--- config.mk ---
export PLATFORM = sky130hd
export DESIGN_NAME = mult_share_arb
export DESIGN_NICKNAME = d
export VERILOG_FILES = /design/src/rtl/mult_share_arb.sv
export SDC_FILE = /design/constraint.sdc
export NUM_CORES = 1
export LEC_CHECK = 0
export CORE_MARGIN = 2
export CORE_UTILIZATION = 30
export CTS_CLUSTER_SIZE = 25
export DETAILED_ROUTE_END_ITERATION = 6
export GPL_TIMING_DRIVEN = 0
export PLACE_DENSITY = 0.66
export SYNTH_ARGS = -nofsm -noshare
export SYNTH_HDL_FRONTEND = slang
export SYNTH_SLANG_ARGS = --single-unit
--- constraint.sdc ---
create_clock -name clk -period 7.9 [get_ports clk]
set_input_delay 2.37 -clock clk [delete_from_list [all_inputs] [get_ports clk]]
set_output_delay 2.37 -clock clk [all_outputs]
set_load 0.02 [all_outputs]
--- src/rtl/mult_share_arb.sv ---
// Round-robin arbiter sharing one external signed multiplier among NREQ requesters.
// Latency: a request accepted at edge t shows its product in the result stage in cycle t+1.
// Backpressure: while the result stage is full and res_ready is low, no requester is granted.
module mult_share_arb #(
  parameter int NREQ = 4,
  parameter int W    = 4,
  parameter int IDW  = 2,
  parameter int CNTW = 16
) (
  input  logic              clk,
  input  logic              rst_n,
  input  logic [NREQ-1:0]   req_valid,
  input  logic [NREQ*W-1:0] req_a,
  input  logic [NREQ*W-1:0] req_b,
  output logic [NREQ-1:0]   req_ready,
  output logic [W-1:0]      mult_in0,
  output logic [W-1:0]      mult_in1,
  input  logic [2*W-1:0]    mult_out0,
  output logic              res_valid,
  output logic [2*W-1:0]    res_prod,
  output logic [IDW-1:0]    res_id,
  input  logic              res_ready,
  output logic [CNTW-1:0]   op_count
);

  typedef enum logic {
    EMPTY = 1'b0,
    FULL  = 1'b1
  } state_t;

  state_t            state_q, state_d;
  logic [IDW-1:0]    ptr_q, ptr_d;
  logic [IDW-1:0]    res_id_q, res_id_d;
  logic [2*W-1:0]    res_prod_q, res_prod_d;
  logic [CNTW-1:0]   op_count_q, op_count_d;

  logic              can_issue;
  logic              gnt_vld;
  logic [IDW-1:0]    gnt_id;
  logic [NREQ-1:0]   gnt_oh;
  logic              consume;
  int                idx;

  // Round-robin search from ptr upward with wrap; gated off while in reset
  always_comb begin
    gnt_vld   = 1'b0;
    gnt_id    = '0;
    gnt_oh    = '0;
    idx       = 0;
    can_issue = (state_q == EMPTY) || res_ready;
    for (int k = 0; k < NREQ; k++) begin
      idx = int'(ptr_q) + k;
      if (idx >= NREQ) idx = idx - NREQ;
      if (!gnt_vld && can_issue && rst_n && req_valid[idx]) begin
        gnt_vld     = 1'b1;
        gnt_id      = IDW'(idx);
        gnt_oh[idx] = 1'b1;
      end
    end
  end

  // Steer the winner's operands to the shared multiplier, zero when idle
  always_comb begin
    mult_in0 = '0;
    mult_in1 = '0;
    for (int i = 0; i < NREQ; i++) begin
      if (gnt_oh[i]) begin
        mult_in0 = req_a[i*W +: W];
        mult_in1 = req_b[i*W +: W];
      end
    end
  end

  // Result-stage FSM, pointer advance and consume counter
  always_comb begin
    state_d    = state_q;
    ptr_d      = ptr_q;
    res_id_d   = res_id_q;
    res_prod_d = res_prod_q;
    op_count_d = op_count_q;
    consume    = (state_q == FULL) && res_ready;
    if (consume) begin
      op_count_d = op_count_q + 1'b1;
    end
    if (gnt_vld) begin
      state_d    = FULL;
      res_prod_d = mult_out0;
      res_id_d   = gnt_id;
      ptr_d      = (gnt_id == IDW'(NREQ - 1)) ? '0 : gnt_id + 1'b1;
    end else if (consume) begin
      state_d = EMPTY;
    end
  end

  // State registers; reset discards any held result
  always_ff @(posedge clk or negedge rst_n) begin
    if (!rst_n) begin
      state_q    <= EMPTY;
      ptr_q      <= '0;
      res_id_q   <= '0;
      res_prod_q <= '0;
      op_count_q <= '0;
    end else begin
      state_q    <= state_d;
      ptr_q      <= ptr_d;
      res_id_q   <= res_id_d;
      res_prod_q <= res_prod_d;
      op_count_q <= op_count_d;
    end
  end

  assign req_ready = gnt_oh;
  assign res_valid = (state_q == FULL);
  assign res_prod  = res_prod_q;
  assign res_id    = res_id_q;
  assign op_count  = op_count_q;

endmodule
==> impl_metrics.yaml <==
outcome:
  status: "complete, no violations"
clock_network:
  cts_hold_buf: 0
  clock_path_buffers: 2
  cts.sinks: 29
  tritoncts: "yes"
  cts.reportedPaths.clkPinSlew_ns: 0.06
  root_buffer: "clkbuf_8"
  cts_made_buffers: 5
  h-tree-depth: 2
  clk_latency_ns: 0.28
setup_path:
  crit_path_max_fanout: 10
  cpPeakStageDelay_ns: 0.63
  r2r_slack_ns: 4.45
  critPathKind: "primary input to output port"
  worstPathArrival_ns: 5.42
  required_ns: 5.53
  path_cells: "clkdlybuf4s50_1 > mux4_2 > nand3b_4 > a211oi_4 > a222oi_1 > buf_4 > nor2b_4 > buf_6 > a31oi_1 > clkdlybuf4s50_1"
  worstSetupEndpointType: "output port"
  crit_top_cell: "clkdlybuf4s50_1"
  critPathLaunchType: "primary input"
  slowest_stage: "clkdlybuf4s50_1"
min_path:
  min_path_type: "flip-flop to flip-flop"
grt:
  grt_pass1_vias: 1991
  grt.overflow.total: 0
  grt_pass1_wl_mm: 9.32
  antenna_found_initial: 0
  grt_max_degree: 38
  globalRouteTotalUtil_pct: 14.9
final_layout:
  drive_gt1_share_pct: 15.4
  layout_common_cells: "clkdlybuf4s50_1 (81), dfrtp_1 (29), inv_1 (15), nand2_1 (15)"
  diodes: 0
  area_growth_pct: 49.3
  utilization_pct: 46.8
  nNetsFinal: 373
  final_common_cell: "clkdlybuf4s50_1"
  stdcell_count: 415
drt:
  route.detailed.drc: 0
  drtAntennaViolNets: 0
  routedWlPerCell_um: 14.3
  firstDrtPassIters: 4
  vias_per_cell: 4.96
  finalWirelength_mm: 5.93
  vias: 2057
  drtIter0Drc: 97
floorplan:
  core_um2: 6910
  die_h_um: 88.9
  ios: 86
  start_util_pct: 31.3
  die-area_um2: 7910
  die_w_um: 88.9
  rows: 30
logic_synthesis:
  synth-warning-count: 0
  async_reset_ff_share_pct: 100
  synth-adder-area-share_pct: 4.62
  synth-seq-cells: 29
  yosysSeqAreaShare_pct: 33.5
  muxShareOfSynthArea_pct: 14.0
  synth_area_um2: 2160
  syn_nets: 280
  synthFlopType: "dfrtp_1"
  syn_area_per_cell_um2: 9.62
  synth-compound-area-share_pct: 17.5
  synth_edf_count: 0
  ys_types: 45
  syn_inst: 225
  synth_top_family_by_area: "simple AND/OR/NAND/NOR gates"
  yosys.area_share.simple_pct: 18.7
  synth_xor_area_share_pct: 6.07
timing:
  finalClockSkew_ns: 0.00617
  clock.fmax_mhz: 128
  fin_crit_ns: 7.79
  drv_slew: 0
  max_slew_margin_pct: 48.3
  setup_violations: 0
  hold_violations: 0
  grt_setup_unrepaired: "false"
  fin_crit_sh_pct: 98.6
  worst_pin_slew_ns: 0.776
  setup_ws_ns: 0.114
pwr:
  ir_worst_vdd_uv: 229
  p_leak_uw: 0.00143
  cellPowerDensity_nw_per_um2: 355
placed_design:
  dp_hpwl_mm: 4.44
  port_buffers: 83
  gp_congestion: 0.781
  dp_slack_ns: -0.0430
  placed_cells: 404
run:
  drv_cap: 0
stage by stage:
stage,hold slack (ns),total power [uW],area (um^2),TNS (ns)
after floorplan,0.582,737,2160,0
after global placement,0.462,1020,3120,-5.72
after detailed placement,0.469,1030,3110,-0.0430
after CTS,0.482,1160,3200,0
after global routing,0.513,1230,3230,0
final,0.476,1150,3230,0
per-layer routing:
metal	GRT usage [%]	wire length [um]	up-vias
met5	0	0	-
met1	18.9	2570	960
li1	-	-	1008
met2	24.9	2690	81
met4	3.39	80	0
met3	4.71	577	8
worst max-delay path, delay by kind of cell:
kind                   cells  cell delay [ns]
AOI/OAI and AO/OA          3             0.62
and+or+nand+nor            2             0.36
muxes                      1             0.59
buffers and inverters      4             1.47
logic make-up after synthesis:
family          Yosys count
compound gates           52
xor+xnor                 15
flops                    29
fa+ha+maj                 8
mux                      25
buf+inv                  26
simple gates             70
worst paths after layout:
path                               from           end  depth (start not counted)
max                        req_valid[1]   mult_in0[3]                         10
min                        op_count[15]  op_count[15]                          1
max reg2reg                   flip-flop   res_prod[1]                         11
min reg2reg                op_count[15]  op_count[15]                          1
max in group asynchronous         rst_n     async pin                          1
min in group asynchronous         rst_n  op_count[12]                          1
area by class of cell:
type | count | area, um^2
clock buffer | 5 | 68.8
timing repair buffer | 87 | 858
fill | 684 | 3670
buffer | 10 | 61.3
sequential | 29 | 726
clock inverter | 3 | 17.5
multi-input combinational | 170 | 1320
tap | 96 | 120
inverter | 15 | 56.3
synth_stat cells, drive strengths merged, types with 2 or more instances:
| cell | n | share of area (%) |
|---|---|---|
| mux4 | 3 | 3.1 |
| nor2b | 4 | 1.5 |
| a221oi | 2 | 1.1 |
| nor3 | 3 | 0.69 |
| clkbuf | 2 | 0.35 |
| nand3b | 3 | 1.6 |
| nand3 | 8 | 1.8 |
| and3 | 6 | 1.7 |
| a21oi | 10 | 2.3 |
| xor2 | 6 | 2.4 |
| o21ai | 12 | 2.8 |
| a31oi | 8 | 2.3 |
| xnor2 | 9 | 3.6 |
| inv | 15 | 2.6 |
| and2 | 2 | 0.58 |
| buf | 9 | 2.7 |
| mux2 | 12 | 6.2 |
| o31ai | 9 | 3.1 |
| nand4 | 11 | 3.2 |
| or2 | 3 | 0.87 |
| ha | 8 | 4.6 |
| a21o | 2 | 0.69 |
| nand2 | 15 | 2.6 |
| nor2 | 8 | 1.4 |
| dfrtp | 29 | 34 |
| o32a | 2 | 0.92 |
| mux2i | 10 | 4.6 |
| nand2b | 3 | 0.87 |
timing repair:
| action | 4_1_cts | 5_1_grt |
|---|---|---|
| gates cloned | 0 | 0 |
| resized for setup | 0 | 3 |
| pin swaps | 2 | 1 |
| buffers inserted | 1 | 3 |
| endpoints found under the setup margin | 1 | 8 |
sequential cells by signal, summed over array words and instances, names as in the netlist, named ones only:
register,count
res_id,2
ptr_q,1
op_count,16
res_valid,1
res_prod,8
power breakdown:
part	internal, uW	switching, uW	total, uW
clock network	60.6	58.7	119
logic	383	401	784
registers	199	46.0	245
total	642	506	1150
Note: power is estimated with default switching activity, not from simulation.
